File: config.mk
export PLATFORM = sky130hd
export DESIGN_NAME = mem_bus_arbiter
export DESIGN_NICKNAME = d
export VERILOG_FILES = /design/src/rtl/mem_bus_arbiter.sv
export SDC_FILE = /design/constraint.sdc
export NUM_CORES = 1
export LEC_CHECK = 0
export ABC_CLOCK_PERIOD_IN_PS = 3150
export CELL_PAD_IN_SITES_DETAIL_PLACEMENT = 0
export CELL_PAD_IN_SITES_GLOBAL_PLACEMENT = 1
export CORE_ASPECT_RATIO = 0.75
export CORE_MARGIN = 10
export CORE_UTILIZATION = 33
export DETAILED_ROUTE_END_ITERATION = 12
export PLACE_DENSITY_LB_ADDON = 0.1
export SLEW_MARGIN = 20
export SYNTH_ARGS = -nofsm -noshare
export SYNTH_HDL_FRONTEND = slang
export SYNTH_SLANG_ARGS = --single-unit
File: constraint.sdc
create_clock -name clk -period 3.15 [get_ports clk]
set_clock_uncertainty 0.15 [all_clocks]
set_input_delay 0.4725 -clock clk [delete_from_list [all_inputs] [get_ports clk]]
set_output_delay 0.4725 -clock clk [all_outputs]
set_load 0.1 [all_outputs]
File: src/rtl/mem_bus_arbiter.sv
// Two-master arbiter for the single memory port: CPU priority with a DMA
// anti-starvation streak limit, one transfer at a time, plus a ready watchdog.
module mem_bus_arbiter #(
  parameter int unsigned FAIR_LIMIT = 4,
  parameter int unsigned TIMEOUT    = 255,
  parameter logic [31:0] ERR_DATA   = 32'hDEADBEEF
) (
  input  logic        clk,
  input  logic        reset,
  input  logic        cpu_req,
  input  logic        cpu_we,
  input  logic [31:0] cpu_addr,
  input  logic [31:0] cpu_wdata,
  output logic [31:0] cpu_rdata,
  output logic        cpu_ack,
  input  logic        dma_req,
  input  logic        dma_we,
  input  logic [31:0] dma_addr,
  input  logic [31:0] dma_wdata,
  output logic [31:0] dma_rdata,
  output logic        dma_ack,
  output logic        mem_req,
  output logic        mem_w,
  output logic [31:0] mem_addr,
  output logic [31:0] mem_wdata,
  input  logic [31:0] mem_rdata,
  input  logic        mem_ready,
  output logic        bus_owner,
  output logic        timeout_err,
  input  logic        err_clr
);

  localparam int unsigned DW = 32;
  localparam int unsigned SW = 4;
  localparam int unsigned WW = 16;

  typedef enum logic [1:0] {IDLE, CPU_XFER, DMA_XFER} state_t;

  state_t        state;
  logic [SW-1:0] streak;
  logic [WW-1:0] wd_cnt;

  logic          grant_dma_c;
  logic          grant_cpu_c;
  logic          wd_expire_c;
  logic          xfer_done_c;
  logic [DW-1:0] xfer_rdata_c;

  // A port acked this cycle is masked so its stale req cannot re-grant; the
  // raw cpu_req still holds DMA off until the streak limit is reached.
  always_comb begin
    grant_dma_c  = dma_req && !dma_ack && (!cpu_req || (streak == SW'(FAIR_LIMIT)));
    grant_cpu_c  = cpu_req && !cpu_ack && !grant_dma_c;
    wd_expire_c  = ((32'(wd_cnt) + 32'd1) == TIMEOUT);
    xfer_done_c  = mem_ready || wd_expire_c;
    xfer_rdata_c = '0;
    if (!mem_w) xfer_rdata_c = mem_ready ? mem_rdata : ERR_DATA;
  end

  always_ff @(posedge clk or negedge reset) begin
    if (!reset) begin
      state       <= IDLE;
      streak      <= '0;
      wd_cnt      <= '0;
      cpu_rdata   <= '0;
      cpu_ack     <= 1'b0;
      dma_rdata   <= '0;
      dma_ack     <= 1'b0;
      mem_req     <= 1'b0;
      mem_w       <= 1'b0;
      mem_addr    <= '0;
      mem_wdata   <= '0;
      bus_owner   <= 1'b0;
      timeout_err <= 1'b0;
    end else begin
      cpu_ack <= 1'b0;
      dma_ack <= 1'b0;
      if (err_clr) timeout_err <= 1'b0;

      case (state)
        IDLE: begin
          wd_cnt <= '0;
          if (grant_dma_c) begin
            state     <= DMA_XFER;
            mem_req   <= 1'b1;
            mem_w     <= dma_we;
            mem_addr  <= dma_addr;
            mem_wdata <= dma_wdata;
            bus_owner <= 1'b1;
            streak    <= '0;
          end else if (grant_cpu_c) begin
            state     <= CPU_XFER;
            mem_req   <= 1'b1;
            mem_w     <= cpu_we;
            mem_addr  <= cpu_addr;
            mem_wdata <= cpu_wdata;
            bus_owner <= 1'b0;
            if (!dma_req) streak <= '0;
            else if (streak != SW'(FAIR_LIMIT)) streak <= streak + 1'b1;
          end else if (!dma_req) begin
            streak <= '0;
          end
        end

        CPU_XFER, DMA_XFER: begin
          if (xfer_done_c) begin
            state   <= IDLE;
            mem_req <= 1'b0;
            wd_cnt  <= '0;
            if (state == CPU_XFER) begin
              cpu_ack   <= 1'b1;
              cpu_rdata <= xfer_rdata_c;
            end else begin
              dma_ack   <= 1'b1;
              dma_rdata <= xfer_rdata_c;
            end
            // Timeout set takes precedence over a simultaneous err_clr.
            if (!mem_ready) timeout_err <= 1'b1;
          end else begin
            wd_cnt <= wd_cnt + 1'b1;
          end
        end

        default: state <= IDLE;
      endcase
    end
  end

endmodule

==> out/metrics.yaml, run 1 <==
synth_top_area_frac: 0.5070
cts_buffer_depth: 2
hp-class: "flip-flop to flip-flop"
post_cts_buffers: 0
dpl.hpwl_mm: 21.18
yosys.area.top_type: "dfrtp_1"
hold_viol_final: 0
drtPass1Iterations: 5
first_global_vias: 6860
ios: 302
cts_root_buf: "clkbuf_16"
post_cts_resized: 0
antenna_found_initial: 3
syn2layout_area_growth_pct: 47.79
synthFlopType: "dfrtp_1"
drv_slew: 0
crit_required_ps: 3290
h-tree-depth: 4
synth_top_family_by_area: "compound AO/OA/AOI/OAI gates"
synth_xor_area_frac: 0.004550
drt_iter0_markers: 522
setup_viol: 0
instances_no_fill: 1361
holdPathEnd: "streak[3]$_DFFE_PN0P_"
max_freq_ghz: 0.3418
muxShareOfSynthArea: 0.08596
syn_area_per_cell_um2: 10.14
cts-hold-fix-buffers: 1
num_vias: 6801
die_area_um2: 29910
synth_top_cells_by_count: "dfrtp_1, nand2_1, o21ai_0, mux2i_1, inv_1"
clkSlewWorstSetupHoldPaths_ps: 60
routed_wl_mm: 28.01
core_um2: 23000
critPathMaxFanout: 53
critPathSlowestCell: "dfrtp_1"
drc: 0
synth_cell_type_count: 59
place_inst: 1325
synth_seq_cells: 156
syn_inst: 759
end_kind: "flip-flop"
crit_arrival_ps: 3060
rows: 48
grt_max_degree: 126
synthesis.nets: 934
routedWlPerCell_um: 20.58
hold_depth: 1
port_buffers: 301
tightest_slew_ps: 1056
cpPeakStageDelay_ps: 370
r2r_setup_slack_ps: 220
r2r-end: "cpu_rdata[23]$_DFFE_PN0P_"
grt_pass1_wl_mm: 42.78
crit_type: "flip-flop to flip-flop"
cap_violations: 0
slew_headroom: 0.2960
clk_latency_ps: 430
grt_use_total: 0.1817
fin_crit_ps: 2926
async_flop_share: 1.000
die_h_um: 152.3
synthAdderAreaFrac: 0.01137
reg2reg_from: "wd_cnt[0]$_DFFE_PN0P_"
pre_cts_ws_ps: 258.0
drive_gt1_frac: 0.2004
fillers: 2148
layout.area.seq_um2: 3904
fin_setup_tns_ps: 0
cp_num_buf_inv: 2
fin_nets: 1220
overflow: 0
cts_tree: "done"
die_w_um: 196.4
initial_core_util: 0.3347
rsz0062_at_grt: "no"
cts_made_buffers: 17
routed_via_density: 4.997
synth_area_leaders: "dfrtp_1, mux2i_1, o21ai_0, o311ai_1, nand2_1"
setup_slack_ps: 224.0
yosysSeqAreaShare: 0.5070
cts_sinks: 156
synth-warning-count: 0
drtAntennaViolNets: 0
synth_simple_gate_area_frac: 0.1211
final.period_utilization: 0.9289
cp_top_family: "simple AND/OR/NAND/NOR gates"
synth.most_common_cell: "dfrtp_1"
multiInputGateArea_um2: 3339
synth_compound_area_frac: 0.2064
min_from: "streak[3]$_DFFE_PN0P_"
outcome: "finished clean"
rr_worst_depth: 10
critical_path.cell_chain: "ha_1 > and3_2 > nand3b_1 > mux2_2 > o22a_1 > nor3_4 > buf_12 > nand2_1 > buf_4 > o311ai_0"
crit_path_start_kind: "flip-flop"
synth_edf_count: 0
synth_area_um2: 7700
gp_congestion: 0.7741
==> placed cells by master (no fill, tap or decap), drive strengths merged, types with 4 or more instances in the layout <==
master         count
clkbuf            19
a211o              5
a22oi             26
o311ai            49
o2bb2ai           17
a21oi              5
nand2             93
nand3b             6
nor2              10
o31ai              4
clkinv             4
dfrtp            156
nor2b              6
buf              162
inv               66
nand3             18
nand2b            15
mux2i             65
o21ai             79
nor4               6
or4                5
ha                 7
a2bb2oi           24
nor3               7
clkdlybuf4s50    165
==> worst max-delay path by stage <==
stage	start	to	slack [ps]	cells past startpoint
finish	wd_cnt[0]$_DFFE_PN0P_	cpu_rdata[23]$_DFFE_PN0P_	220	10
global route	wd_cnt[0]$_DFFE_PN0P_	cpu_rdata[23]$_DFFE_PN0P_	60	10
floorplan	wd_cnt[1]$_DFFE_PN0P_	wd_cnt[2]$_DFFE_PN0P_	500	9
detailed placement	wd_cnt[0]$_DFFE_PN0P_	cpu_rdata[25]$_DFFE_PN0P_	260	10
global placement	wd_cnt[0]$_DFFE_PN0P_	wd_cnt[2]$_DFFE_PN0P_	290	9
CTS	wd_cnt[0]$_DFFE_PN0P_	cpu_rdata[23]$_DFFE_PN0P_	230	10
==> through the flow <==
stage / cell area, um^2 / utilization / hold slack (ps)
after CTS: 11370 / 0.4944 / 334.1
after global placement: 10780 / 0.4686 / 312.4
after floorplan: 7700 / - / 26.91
after detailed placement: 10780 / 0.4686 / 318.1
final: 11380 / 0.4947 / 326.6
after global routing: 11370 / 0.4944 / 352.2
==> per-layer routing <==
metal | global-route usage | share of wire | up-vias
met3 | 0.07542 | 0.088 | 13
met1 | 0.2368 | 0.45 | 3256
met2 | 0.2765 | 0.46 | 210
met5 | 0 | 0.00046 | -
li1 | - | - | 3320
met4 | 0.03483 | 0.0073 | 2
==> cell type report <==
class                   instances  area share
repair buffers                328      0.2585
diodes                          3   0.0006597
multi-input cells             481      0.2935
clock inverters                13     0.01143
well taps                     300     0.03299
flip-flops and latches        156      0.3430
inverters                      61     0.02012
clock buffers                  19     0.03980
==> logic make-up after synthesis <==
logic type | Yosys count
adder cells (fa/ha/maj) | 7
buffers and inverters | 122
multiplexers | 66
XOR/XNOR | 4
AND/OR/NAND/NOR | 184
flip-flops | 156
AO/OA/AOI/OAI | 220
==> sequential cells by signal, indices dropped and copies added (netlist names) <==
register and cells:
bus_owner 1, cpu_ack 1, cpu_rdata 32, dma_ack 1, dma_rdata 32, mem_addr 32
mem_req 1, mem_w 1, mem_wdata 32, state 2, streak 4, timeout_err 1
wd_cnt 16
Power of run 1 is not shown: default switching activity piles up to over one toggle a cycle in this logic, so the estimate is an artifact.
==> run 2: changes to the inputs <==
CTS_BUF_LIST = sky130_fd_sc_hd__clkbuf_16   (was default)
==> out/metrics.yaml, run 2 (same netlist as run 1, synthesis figures left out) <==
mostFrequentLayoutCell: "clkdlybuf4s50_1"  # unchanged
port_buffers: 301  # unchanged
routedWlPerCell_um: 20.55  # was 20.58 um
reg2reg_from: "wd_cnt[0]$_DFFE_PN0P_"  # unchanged
place_inst: 1325  # unchanged
mostFrequentLayoutCells: "clkdlybuf4s50_1, dfrtp_1, buf_4"  # unchanged
drtAntennaViolNets: 0  # unchanged
r2r_setup_slack_ps: 210  # was 220 ps
final.period_utilization: 0.9321  # was 0.9289
antenna_found_initial: 3  # unchanged
utilization: 0.4939  # was 0.4947
hold_depth: 1  # unchanged
tightest_slew_ps: 1048  # was 1056 ps
drtPass1Iterations: 5  # unchanged
cap_violations: 0  # unchanged
ios: 302  # unchanged
crit_required_ps: 3290  # about the same
die_area_um2: 29910  # unchanged
rr_worst_depth: 10  # unchanged
num_vias: 6818  # was 6801
syn2layout_area_growth_pct: 47.53  # was 47.79%
h-tree-depth: 4  # unchanged
slew_headroom: 0.3014  # was 0.2960
whs_ps: 328.4  # was 326.6 ps
cts_root_buf: "clkbuf_16"  # unchanged
instances_no_fill: 1361  # unchanged
critPathSlowestCell: "dfrtp_1"  # unchanged
fin_setup_tns_ps: 0  # unchanged
dpl.hpwl_mm: 21.18  # unchanged
drc: 0  # unchanged
crit_arrival_ps: 3070  # was 3060 ps
critPathMaxFanout: 53  # unchanged
outcome: "finished clean"  # unchanged
rsz0062_at_grt: "no"  # unchanged
clkSlewWorstSetupHoldPaths_ps: 60  # about the same
grt_pass1_wl_mm: 42.84  # was 42.78 mm
r2r-end: "cpu_rdata[23]$_DFFE_PN0P_"  # unchanged
min_from: "streak[3]$_DFFE_PN0P_"  # unchanged
crit_type: "flip-flop to flip-flop"  # unchanged
hold_viol_final: 0  # unchanged
holdPathEnd: "streak[3]$_DFFE_PN0P_"  # unchanged
post_cts_buffers: 0  # unchanged
first_global_vias: 6872  # was 6860
routed_via_density: 5.010  # was 4.997
fin_crit_ps: 2936  # was 2926 ps
die_h_um: 152.3  # unchanged
cts_buffer_depth: 2  # unchanged
cts_made_buffers: 17  # unchanged
end_kind: "flip-flop"  # unchanged
rows: 48  # unchanged
post_cts_resized: 0  # unchanged
die_w_um: 196.4  # unchanged
hp-class: "flip-flop to flip-flop"  # unchanged
gp_congestion: 0.7741  # unchanged
grt_use_total: 0.1818  # was 0.1817
cts_tree: "done"  # unchanged
core_um2: 23000  # unchanged
routed_wl_mm: 27.96  # was 28.01 mm
initial_core_util: 0.3347  # unchanged
setup_viol: 0  # unchanged
cpPeakStageDelay_ps: 370  # about the same
drt_iter0_markers: 498  # was 522
fin_nets: 1220  # unchanged
fillers: 2154  # was 2148
drive_gt1_frac: 0.1985  # was 0.2004
max_freq_ghz: 0.3406  # was 0.3418 GHz
critical_path.cell_chain: "ha_1 > and3_2 > nand3b_1 > mux2_2 > o22a_1 > nor3_4 > buf_12 > nand2_1 > buf_4 > o311ai_0"  # unchanged
grt_max_degree: 126  # unchanged
drv_slew: 0  # unchanged
clk_latency_ps: 430  # about the same
overflow: 0  # unchanged
crit_path_start_kind: "flip-flop"  # unchanged
cts_sinks: 156  # unchanged
-- run 2: worst max-delay path: cells and delay by family (launching register included) --
family                   cells  cell delay, ps
flip-flops                   1             370
multiplexers                 1             350
AND/OR/NAND/NOR              4             800
buffers and inverters        2             470
AO/OA/AOI/OAI                2             350
adder cells (fa/ha/maj)      1             280
-- run 2: per-layer routing --
layer / share of wire / global-route usage / routed length (um)
met5: 0.00046 / 0 / 13
met4: 0.0088 / 0.03483 / 245
met3: 0.090 / 0.07542 / 2517
met2: 0.46 / 0.2768 / 12760
met1: 0.44 / 0.2370 / 12430
-- run 2: cell type report --
type	count	area, um^2	share of cell area
Antenna cell	3	7.507	0.0006609
Clock buffer	17	425.4	0.03745
Clock inverter	15	137.6	0.01212
Inverter	61	229.0	0.02016
Multi-Input combinational cell	481	3339	0.2940
Sequential cell	156	3904	0.3437
Tap cell	300	375.4	0.03304
Timing Repair Buffer	328	2942	0.2590
-- run 2: worst max-delay path by stage --
stage	slack [ps]	to	from	cells past startpoint
floorplan	500	wd_cnt[2]$_DFFE_PN0P_	wd_cnt[1]$_DFFE_PN0P_	9
global placement	290	wd_cnt[2]$_DFFE_PN0P_	wd_cnt[0]$_DFFE_PN0P_	9
detailed placement	260	cpu_rdata[25]$_DFFE_PN0P_	wd_cnt[0]$_DFFE_PN0P_	10
global route	60	cpu_rdata[23]$_DFFE_PN0P_	wd_cnt[0]$_DFFE_PN0P_	10
finish	210	cpu_rdata[23]$_DFFE_PN0P_	wd_cnt[0]$_DFFE_PN0P_	10
CTS	230	cpu_rdata[23]$_DFFE_PN0P_	wd_cnt[0]$_DFFE_PN0P_	10
-- run 2: metrics by stage --
step                      instance area (um^2)  setup WS, ps
after floorplan                           7700         500.0
after global placement                   10780         285.4
after detailed placement                 10780         258.0
after CTS                                11350         233.1
after global routing                     11350         58.04
final                                    11360         214.0
-- run 2: what timing repair did --
| action | 4_1_cts | 5_1_grt |
|---|---|---|
| setup endpoints to repair | 0 | 0 |
| hold buffers | 1 | 0 |
| endpoints found under the hold margin | 61 | 0 |
Power of run 2 is left out for the same reason.
